--- src/rtl/mc_control_unit_if.sv ---
// mc_control_unit_if: memory request/ready handshake between the
// multicycle control unit (master) and the memory system (slave).
//   mem_req   : master -> slave, access request held until mem_ready
//   mem_write : master -> slave, request is a store
//   mem_ready : slave -> master, access completes this cycle
interface mc_control_unit_if;
    logic mem_req;
    logic mem_write;
    logic mem_ready;

    modport master (
        output mem_req,
        output mem_write,
        input  mem_ready
    );

    modport slave (
        input  mem_req,
        input  mem_write,
        output mem_ready
    );
endinterface

--- src/rtl/mc_control_unit.sv ---
// mc_control_unit: multicycle MIPS-style control FSM
// (FETCH/DECODE/EXEC/MEM/WB/HALT) with a saturating retired-instruction count.
// Ports:
//   clk, rst_b        : clock, async active-low reset
//   mem               : memory handshake (mem_req, mem_write, mem_ready)
//   opcode, func      : instruction register fields
//   zero              : ALU zero flag, gates the BEQ PC write
//   ir_we, pc_we, reg_we       : write enables
//   alu_src, reg_dest, link, pc_or_mem, mem_or_reg, branch : mux selects
//   alu_op            : 0=ADD, 1=SUB
//   halted, illegal   : sticky halt, one-cycle illegal-instruction pulse
//   instr_count       : retired instructions, saturating
module mc_control_unit #(
    parameter int OP_W    = 6,
    parameter int FUNC_W  = 6,
    parameter int ALUOP_W = 4,
    parameter int CNT_W   = 32
) (
    input  logic               clk,
    input  logic               rst_b,
    mc_control_unit_if.master  mem,
    input  logic [OP_W-1:0]    opcode,
    input  logic [FUNC_W-1:0]  func,
    input  logic               zero,
    output logic               ir_we,
    output logic               pc_we,
    output logic               reg_we,
    output logic               alu_src,
    output logic               reg_dest,
    output logic               link,
    output logic               pc_or_mem,
    output logic               mem_or_reg,
    output logic               branch,
    output logic [ALUOP_W-1:0] alu_op,
    output logic               halted,
    output logic               illegal,
    output logic [CNT_W-1:0]   instr_count
);

    localparam logic [OP_W-1:0] OP_RTYPE = OP_W'(6'b000000);
    localparam logic [OP_W-1:0] OP_ADDI  = OP_W'(6'b001000);
    localparam logic [OP_W-1:0] OP_LW    = OP_W'(6'b100011);
    localparam logic [OP_W-1:0] OP_SW    = OP_W'(6'b101011);
    localparam logic [OP_W-1:0] OP_BEQ   = OP_W'(6'b000100);
    localparam logic [OP_W-1:0] OP_JAL   = OP_W'(6'b000011);

    localparam logic [FUNC_W-1:0] F_ADD     = FUNC_W'(6'b100000);
    localparam logic [FUNC_W-1:0] F_SYSCALL = FUNC_W'(6'b001100);

    localparam logic [ALUOP_W-1:0] ALU_ADD = ALUOP_W'(0);
    localparam logic [ALUOP_W-1:0] ALU_SUB = ALUOP_W'(1);

    typedef enum logic [2:0] {
        S_FETCH,
        S_DECODE,
        S_EXEC,
        S_MEM,
        S_WB,
        S_HALT
    } state_t;

    typedef enum logic [2:0] {
        C_ADD,
        C_ADDI,
        C_LW,
        C_SW,
        C_BEQ,
        C_JAL,
        C_SYS,
        C_ILL
    } cls_t;

    state_t state_q, state_d;
    cls_t   cls_q, dec_cls;
    logic   r_type;
    logic   retire;
    logic [CNT_W-1:0] cnt_q;

    assign r_type = (opcode == OP_RTYPE);

    // Instruction class, sampled from the IR while in DECODE.
    always_comb begin
        dec_cls = C_ILL;
        unique case (1'b1)
            r_type && (func == F_ADD):     dec_cls = C_ADD;
            r_type && (func == F_SYSCALL): dec_cls = C_SYS;
            opcode == OP_ADDI:             dec_cls = C_ADDI;
            opcode == OP_LW:               dec_cls = C_LW;
            opcode == OP_SW:               dec_cls = C_SW;
            opcode == OP_BEQ:              dec_cls = C_BEQ;
            opcode == OP_JAL:              dec_cls = C_JAL;
            default:                       dec_cls = C_ILL;
        endcase
    end

    always_ff @(posedge clk or negedge rst_b) begin
        if (!rst_b) begin
            state_q <= S_FETCH;
            cls_q   <= C_ILL;
            cnt_q   <= '0;
        end else begin
            state_q <= state_d;
            if (state_q == S_DECODE) begin
                cls_q <= dec_cls;
            end
            if (retire && (cnt_q != '1)) begin
                cnt_q <= cnt_q + CNT_W'(1);
            end
        end
    end

    // Outputs are gated by rst_b so an asserted reset drops every
    // enable and any pending mem_req in the same cycle, not at the
    // next clock edge.
    always_comb begin
        state_d       = state_q;
        retire        = 1'b0;
        mem.mem_req   = 1'b0;
        mem.mem_write = 1'b0;
        ir_we         = 1'b0;
        pc_we         = 1'b0;
        reg_we        = 1'b0;
        alu_src       = 1'b0;
        reg_dest      = 1'b0;
        link          = 1'b0;
        pc_or_mem     = 1'b0;
        mem_or_reg    = 1'b0;
        branch        = 1'b0;
        alu_op        = ALU_ADD;
        halted        = 1'b0;
        illegal       = 1'b0;
        if (rst_b) begin
            unique case (state_q)
                S_FETCH: begin
                    mem.mem_req = 1'b1;
                    if (mem.mem_ready) begin
                        ir_we   = 1'b1;
                        pc_we   = 1'b1;
                        state_d = S_DECODE;
                    end
                end
                S_DECODE: begin
                    unique case (dec_cls)
                        C_SYS: state_d = S_HALT;
                        C_ILL: begin
                            illegal = 1'b1;
                            state_d = S_FETCH;
                        end
                        default: state_d = S_EXEC;
                    endcase
                end
                S_EXEC: begin
                    unique case (cls_q)
                        C_ADD: begin
                            reg_dest = 1'b1;
                            state_d  = S_WB;
                        end
                        C_ADDI: begin
                            alu_src = 1'b1;
                            state_d = S_WB;
                        end
                        C_LW, C_SW: begin
                            alu_src = 1'b1;
                            state_d = S_MEM;
                        end
                        C_BEQ: begin
                            alu_op  = ALU_SUB;
                            branch  = 1'b1;
                            pc_we   = zero;
                            retire  = 1'b1;
                            state_d = S_FETCH;
                        end
                        C_JAL: begin
                            link      = 1'b1;
                            pc_or_mem = 1'b1;
                            reg_we    = 1'b1;
                            pc_we     = 1'b1;
                            retire    = 1'b1;
                            state_d   = S_FETCH;
                        end
                        default: state_d = S_FETCH;
                    endcase
                end
                S_MEM: begin
                    mem.mem_req   = 1'b1;
                    mem.mem_write = (cls_q == C_SW);
                    if (mem.mem_ready) begin
                        if (cls_q == C_SW) begin
                            retire  = 1'b1;
                            state_d = S_FETCH;
                        end else begin
                            state_d = S_WB;
                        end
                    end
                end
                S_WB: begin
                    // reg_dest stays valid through the write for R-type.
                    reg_we     = 1'b1;
                    reg_dest   = (cls_q == C_ADD);
                    mem_or_reg = (cls_q == C_LW);
                    retire     = 1'b1;
                    state_d    = S_FETCH;
                end
                S_HALT: begin
                    halted = 1'b1;
                end
                default: state_d = S_FETCH;
            endcase
        end
    end

    assign instr_count = cnt_q;

endmodule

--- src/flat_wrapper.sv ---
// flat-port wrapper written by rule: the top's interface ports become plain ports
module mc_control_unit_flat 
#(
    parameter int OP_W    = 6,
    parameter int FUNC_W  = 6,
    parameter int ALUOP_W = 4,
    parameter int CNT_W   = 32
)
  (clk, rst_b, opcode, func, zero, ir_we, pc_we, reg_we, alu_src, reg_dest, link, pc_or_mem, mem_or_reg, branch, alu_op, halted, illegal, instr_count, mem_mem_req, mem_mem_write, mem_mem_ready);
  mc_control_unit_if mem_i ();
  input  logic clk;
  input  logic rst_b;
  input  logic [OP_W-1:0] opcode;
  input  logic [FUNC_W-1:0] func;
  input  logic zero;
  output logic ir_we;
  output logic pc_we;
  output logic reg_we;
  output logic alu_src;
  output logic reg_dest;
  output logic link;
  output logic pc_or_mem;
  output logic mem_or_reg;
  output logic branch;
  output logic [ALUOP_W-1:0] alu_op;
  output logic halted;
  output logic illegal;
  output logic [CNT_W-1:0] instr_count;
  output wire logic [$bits(mem_i.mem_req)-1:0] mem_mem_req;
  output wire logic [$bits(mem_i.mem_write)-1:0] mem_mem_write;
  input wire logic [$bits(mem_i.mem_ready)-1:0] mem_mem_ready;
  assign mem_mem_req = mem_i.mem_req;
  assign mem_mem_write = mem_i.mem_write;
  assign mem_i.mem_ready = mem_mem_ready;
  mc_control_unit #(.OP_W(OP_W), .FUNC_W(FUNC_W), .ALUOP_W(ALUOP_W), .CNT_W(CNT_W)) u_core (.clk(clk), .rst_b(rst_b), .mem(mem_i), .opcode(opcode), .func(func), .zero(zero), .ir_we(ir_we), .pc_we(pc_we), .reg_we(reg_we), .alu_src(alu_src), .reg_dest(reg_dest), .link(link), .pc_or_mem(pc_or_mem), .mem_or_reg(mem_or_reg), .branch(branch), .alu_op(alu_op), .halted(halted), .illegal(illegal), .instr_count(instr_count));
endmodule
--- config.mk ---
export PLATFORM = sky130hd
export DESIGN_NAME = mc_control_unit_flat
export DESIGN_NICKNAME = d
export VERILOG_FILES = /design/src/rtl/mc_control_unit_if.sv /design/src/rtl/mc_control_unit.sv /design/src/flat_wrapper.sv
export SDC_FILE = /design/constraint.sdc
export NUM_CORES = 1
export LEC_CHECK = 0
export CORE_ASPECT_RATIO = 0.7
export CORE_MARGIN = 2
export CORE_UTILIZATION = 48
export DETAILED_ROUTE_END_ITERATION = 12
export PLACE_DENSITY = 0.79
export SYNTH_ARGS = -nofsm -noshare
export SYNTH_HDL_FRONTEND = slang
export SYNTH_SLANG_ARGS = --single-unit
--- constraint.sdc ---
create_clock -name clk -period 2.8 [get_ports clk]
set_clock_uncertainty 0.1 [all_clocks]
set_input_delay 0.7 -clock clk [delete_from_list [all_inputs] [get_ports clk]]
set_output_delay 0.7 -clock clk [all_outputs]
set_load 0.1 [all_outputs]
=== Yosys cells after proc, flatten, opt, wreduce, memory -nomap -nowiden ===
Index checks and enable logic that the tools add are counted.
Widths: inputs -> output; s select.

* Bits in registers: 38
* Input port bits: 16
* Output and inout port bits: 49
* Word-level logic and storage cells: 85

* Add/subtract/negate cells: 1
* Eq/ne operators: 22
* Muxes and demuxes: 46
* Bitwise operators: 1
* Reductions and logical operators: 12

{| class="wikitable"
|+ Operators with widths
! cell !! count
|-
| $add 32x1->32 const B || 1
|-
| $mux 1 || 32
|-
| $ne 32x32->1 const B || 1
|-
| $pmux 3 s7 || 1
|-
| $eq 3x3->1 const B || 6
|-
| $eq 6x6->1 const B || 3
|-
| $pmux 3 s5 || 1
|-
| $eq 3x2->1 const B || 4
|-
| $eq 6x4->1 const B || 2
|-
| $pmux 3 s2 || 2
|-
| $mux 3 || 3
|-
| $mux 4 || 2
|-
| $pmux 1 s2 || 4
|-
| $reduce_or 2->1 || 4
|-
| $eq 3x1->1 const B || 2
|-
| $eq 6x2->1 const B || 1
|-
| $eq 6x3->1 const B || 1
|-
| $logic_not 3->1 || 2
|-
| $logic_not 6->1 || 1
|-
| $ne 2x2->1 const B || 2
|-
| $reduce_and 4->1 || 1
|-
| $logic_and 1x1->1 || 3
|-
| $pmux 1 s3 || 1
|-
| $reduce_or 3->1 || 1
|-
| $not 1->1 || 1
|}

=== Logic depth before layout (Yosys ltp) ===
Gate-level depths: netlist (run 1).

* Depth in word-level cells: 7
* Mapped depth: 7
* Mapped depth without buffers: 5

=== Worst setup path after synthesis (run 1) ===
Ideal clock, no wire load.

* Kind: in2out
* From: input port rst_b
* To: output port alu_src
* Arrival time: 4.062 ns
* Required time: 2.000 ns
* Path slack: -2.062 ns
* Stages: 4
* Path buffers: 1
* Path through: clkbuf_1 -> nor2b_1 -> nand2_1 -> nor4_1

* Longest elaborated chain between the ends: 1

{| class="wikitable"
|+ Ends and longest elaborated chain
! what !! line !! source
|-
| start: declaration || flat_wrapper.sv:12 || <nowiki>input logic rst_b;</nowiki>
|-
| $mux 1 || mc_control_unit.sv:132 || <nowiki>if (rst_b) begin</nowiki>
|-
| end: declaration || flat_wrapper.sv:19 || <nowiki>output logic alu_src;</nowiki>
|}

No other way between the ends.

=== Worst setup path after layout (run 1) ===
* From: input port opcode[4]
* To: output port illegal

* Longest elaborated chain between the ends: 7
* Elaborated cells on any way between the ends: 13
* Those cells by class: 6 x eq/ne; 4 x mux; 3 x reduce/logical

{| class="wikitable"
|+ Ends and longest elaborated chain
! what !! line !! source
|-
| start: declaration || flat_wrapper.sv:13 || <nowiki>input logic [OP_W-1:0] opcode;</nowiki>
|-
| $logic_not 6->1 || mc_control_unit.sv:79 || <nowiki>assign r_type = (opcode == OP_RTYPE);</nowiki>
|-
| $logic_and 1x1->1 (on tied branches) || mc_control_unit.sv:86, mc_control_unit.sv:85 ||
|-
| $pmux 3 s7 * || mc_control_unit.sv:84 || <nowiki>unique case (1'b1)</nowiki>
|-
| $eq 3x3->1 * || mc_control_unit.sv:143 || <nowiki>unique case (dec_cls)</nowiki>
|-
| $mux 1 * || mc_control_unit.sv:143 ||
|-
| $mux 1 * || mc_control_unit.sv:133 || <nowiki>unique case (state_q)</nowiki>
|-
| $mux 1 * || mc_control_unit.sv:132 ||
|-
| end: declaration || flat_wrapper.sv:27 || <nowiki>output logic illegal;</nowiki>
|}

Mark *: on every way between the ends. The rest lies on a longest branch, timed or not.

==> run summary, run 1 <==
The flow ran to the end, and the final reports show no timing, DRC or antenna violations. The cell total after placement is between 400 and 500. The number of detailed-route iterations in the first pass came out at 4. Summing every instance area after synthesis gives 0.00236 mm². In this run, synthesis produced a sequential element count of 38. The pin count of the biggest net entering global routing came out at 33. In this run the worst setup path begins at opcode[4]. The CTS tree is yes. The worst setup path is captured at a primary output. The reported leakage power is between 1.5 and 2 nW. Of the total synthesized cell area, the portion taken by full adders, half adders and majority gates is less than 1%.

The number of global-route vias before repair is ~2,200. The part of the total power dissipated in sequential elements came out at 39.3%. The last element of the critical path is illegal. In this run the critical register-to-register path is launched from u_core.cls_q[1]$_DFFE_PN1N_. The die covers ~0.0055 mm². The share of Yosys cell area claimed by the top area cell type is 37.1%.

For this run, the top clock speed supported by timing is 364 MHz. The ratio of cells with drive above 1 in the final layout came out at a little under 40%. The synthesized design contains 0 enable-type register cells. Measured along the x axis, the die boundary spans around 90 µm.

The transition time at the pin with the least slew margin came out at 0.768 ns. The number of fill cells in the layout is approximately 340. The net switching fraction of the power came out at 30.3%.

Walking the worst path, the cells encountered are clkdlybuf4s50_1 > nor3_1 > nand2_1 > o21ai_2 > nor2_4 > buf_12. The vertical die dimension came out at 62.7 µm. The initial antenna violation count is 0. The violation count after the first detailed-route iteration came out at around 130. The global-route wire length before repair came out at roughly 11,000 µm.

Detailed placement finished with a half-perimeter wire length of approximately 4800 µm. The number of antenna repair diodes is 0. The overall overflow remaining after global route came out at 0.

The Yosys step of the flow raised 0 warnings. Yosys attributes the largest share of cell area to sky130_fd_sc_hd__dfrtp_1, sky130_fd_sc_hd__xnor2_1, sky130_fd_sc_hd__nand2_1. Setup repair after global routing left no endpoint under its margin. Of the total power, the clock network draws a little under two fifths. The proportion of power drawn by combinational gates came out at 22.8%. The delay of the slowest cell on the worst path is ~0.43 ns. The worst voltage drop across the vdd grid is roughly 0.28 mV. The number of core rows came out at 21. The maximum number of buffers from clock root to sink came out at 2.

The root buffer cell is sky130_fd_sc_hd__clkbuf_8. The number of failing hold endpoints at the final stage came to 0. Setup total negative slack on the finished layout was measured at 0 ns. The worst path in the final design needs a cycle of approximately 2.7 ns, including I/O delays and setup. Setup violations remaining at the end of the flow were counted as 0.

The most frequently used flop master after synthesis is sky130_fd_sc_hd__dfrtp_1. The simple logic cell fraction of the synthesized area came out at 31.6%. The compound-gate portion of the synthesized area is 11.8%. After technology mapping, the gate count stands at 252. The final weighted congestion of routability-driven global placement is around 0.86.

The worst reg2reg path depth is 6. The largest fanout on the critical path is 2. The worst pin sits at a relative slew slack of between 40% and 50%. The average routed wire per standard cell is between 15 and 20 µm. The required time of the critical path is 2.00 ns.

The netlist uses 51 different library cells. Among all cell types in the netlist, the one instantiated most often is sky130_fd_sc_hd__dfrtp_1. Global routing used roughly a quarter of the available tracks across all layers. The setup path with the least slack is of type in -> out. The area of the placeable core came out at about 0.0048 mm². Compared with the post-synthesis result, the final layout area differs by 51.8%. The number of clock buffers added by TritonCTS is 5.

The H-tree level count came out at 2. By count the netlist is led by sky130_fd_sc_hd__dfrtp_1, sky130_fd_sc_hd__nand2_1, sky130_fd_sc_hd__xnor2_1, sky130_fd_sc_hd__nor2_1, sky130_fd_sc_hd__nand3_1. The fraction of the yosys area taken by sequential cells came out at about two fifths. The share of synthesized flip-flops with an asynchronous set or reset came out at 100%. In this run the critical register-to-register path is captured at u_core.instr_count[19]$_DFFE_PN0P_. The final critical-path share of the clock period came out at between 90% and 100%.

The final-report max-slew violation count is 0. The remaining design rule violation count came out at 0. The effective utilization at floorplan is approximately half. In the synthesized netlist, mux cells make up 1.43% of the area. The design internal power is around 1.1 mW.

The number of nets in the final layout came out at 360. The post-detailed-route via-to-cell ratio came out at about 5.7. The count of buffers added on input and output ports is a little over 60. The arrival time at the worst endpoint is 1.95 ns. The main combinational cell family by area after synthesis is simple AND/OR/NAND/NOR gates. The number of routed nets with antenna violations is 0.

The count of placed standard cells in the final layout, fillers left out is 413. Across the run, the number of max-cap violations was 0. Of all cell types, the one taking the most synthesized area is sky130_fd_sc_hd__dfrtp_1.

The worst hold path belongs to the class in -> async. The power density over the cells is approximately 430 mW/mm². CTS saw 38 sinks.

The largest individual stage delay along the critical path comes from the cell sky130_fd_sc_hd__clkdlybuf4s50_1. The final wirelength came out at roughly 6500 µm. The worst setup path is launched from an input port. The number of I/O pins came out at 65. The synthesized netlist devotes 10.3% of its cell area to XOR and XNOR gates. The clock-pin transition on the worst setup and hold timing paths came out at 0.07 ns. The switching power summed over all nets is ~460 µW.

The count of vias placed by the detailed router came out at ~2,300. The later pin in the worst-skew pair is clocked with a latency of a little under 0.3 ns. The synthesized area divided by synthesized cell count came out at roughly 9.4 µm². The register-to-register setup slack is about 0.38 ns.
## worst min path at each step
stage,startpoint,to,slack (ns)
2_1_floorplan,rst_b,u_core.instr_count[0]$_DFFE_PN0P_,0.30
3_3_place_gp,u_core.instr_count[18]$_DFFE_PN0P_,u_core.instr_count[18]$_DFFE_PN0P_,0.37
3_5_place_dp,u_core.instr_count[18]$_DFFE_PN0P_,u_core.instr_count[18]$_DFFE_PN0P_,0.37
4_1_cts,rst_b,u_core.state_q[2]$_DFFE_PN0P_,0.32
5_1_grt,rst_b,u_core.state_q[2]$_DFFE_PN0P_,0.34
6_report,rst_b,u_core.state_q[2]$_DFFE_PN0P_,0.33
## per-layer routing
| layer | GRT usage (%) | wire length (µm) | vias to the layer above | part of all wire, % |
|---|---|---|---|---|
| met5 | 0 | 0 | - | 0 |
| met4 | 7.12 | 91 | 0 | 1.4 |
| met3 | 3.96 | 342 | 10 | 5.2 |
| met2 | 37.9 | 3050 | 87 | 47 |
| met1 | 37.0 | 3040 | 1143 | 47 |
| li1 | - | - | 1107 | - |
## sequential cells by signal (all words and copies together), names as in the netlist
name	flops
u_core.state_q	3
u_core.instr_count	32
u_core.cls_q	3
## metrics by stage
stage          instance area (µm²)  utilization [%]  setup WS (ns)  total power, mW  hold slack (ns)
2_1_floorplan                 2490                -         -0.236            0.825            0.304
3_3_place_gp                  3400             71.4         -0.242            0.950            0.367
3_5_place_dp                  3400             71.4         -0.348            0.957            0.372
4_1_cts                       3580             75.2       0.000553             1.53            0.324
5_1_grt                       3580             75.3         0.0102             1.58            0.338
6_report                      3580             75.3         0.0506             1.53            0.330
## timing repair
item                                    in CTS  in global routing
hold buffers                                 0                  0
gates resized for setup                     17                  2
endpoints found under the setup margin       1                  1
pin swaps                                    6                  2
setup buffers                                3                  0
## critical path: cells and delay by family
| family | cells | cell delay, ns |
|---|---|---|
| compound gates | 1 | 0.24 |
| buf+inv | 2 | 0.59 |
| simple gates | 3 | 0.40 |
## power groups by stage
stage / registers [mW] / clock network (mW) / logic, mW
after global placement: 0.609 / 0 / 0.341
after global routing: 0.607 / 0.606 / 0.370
after CTS: 0.601 / 0.583 / 0.350
final: 0.603 / 0.580 / 0.350
after detailed placement: 0.611 / 0 / 0.346
after floorplan: 0.660 / 0 / 0.165
## final cells by class
cell class                      count  area [µm²]  share of cell area [%]
Clock buffer                        6        82.6                    2.31
Inverter                            3        11.3                   0.314
Timing Repair Buffer               95         916                    25.6
Multi-Input combinational cell    200        1450                    40.6
Tap cell                           69        86.3                    2.41
Clock inverter                      2        60.1                    1.68
Sequential cell                    38         972                    27.1
## layout by cell type, fill, tap and decap left out, types with 6 or more instances in the layout
| cell | count |
|---|---|
| sky130_fd_sc_hd__buf_4 | 66 |
| sky130_fd_sc_hd__nand2_1 | 23 |
| sky130_fd_sc_hd__xnor2_1 | 21 |
| sky130_fd_sc_hd__dfrtp_1 | 21 |
| sky130_fd_sc_hd__nand3_1 | 16 |
| sky130_fd_sc_hd__nor2_1 | 14 |
| sky130_fd_sc_hd__buf_12 | 14 |
| sky130_fd_sc_hd__dfrtp_2 | 14 |
| sky130_fd_sc_hd__nand4_1 | 13 |
| sky130_fd_sc_hd__nand2b_1 | 9 |
| sky130_fd_sc_hd__and4_1 | 9 |
| sky130_fd_sc_hd__and3_1 | 8 |
| sky130_fd_sc_hd__dlygate4sd2_1 | 8 |
| sky130_fd_sc_hd__o21ai_0 | 6 |
| sky130_fd_sc_hd__clkbuf_8 | 6 |
## logic make-up (layout without fill, tap and decap cells)
family | count (synthesis) | in the layout
other | 1 | 3
adders and majority gates | 1 | 1
DFF | 38 | 38
muxes | 3 | 3
AOI/OAI and AO/OA | 37 | 37
xor gates and xnor gates | 27 | 27
buffers and inverters | 16 | 106
and+or+nand+nor | 129 | 129
(Power assumes the default switching activity.)
==> run 2: changes to the inputs <==
--- a/config.mk
+++ b/config.mk
@@ -9,6 +9,7 @@
 export CORE_MARGIN = 2
 export CORE_UTILIZATION = 48
 export DETAILED_ROUTE_END_ITERATION = 12
+export HOLD_SLACK_MARGIN = 0.05
 export PLACE_DENSITY = 0.79
 export SYNTH_ARGS = -nofsm -noshare
 export SYNTH_HDL_FRONTEND = slang
==> results of run 2 <==
No change in the layout: final DEF, timing and power equal those of run 1.
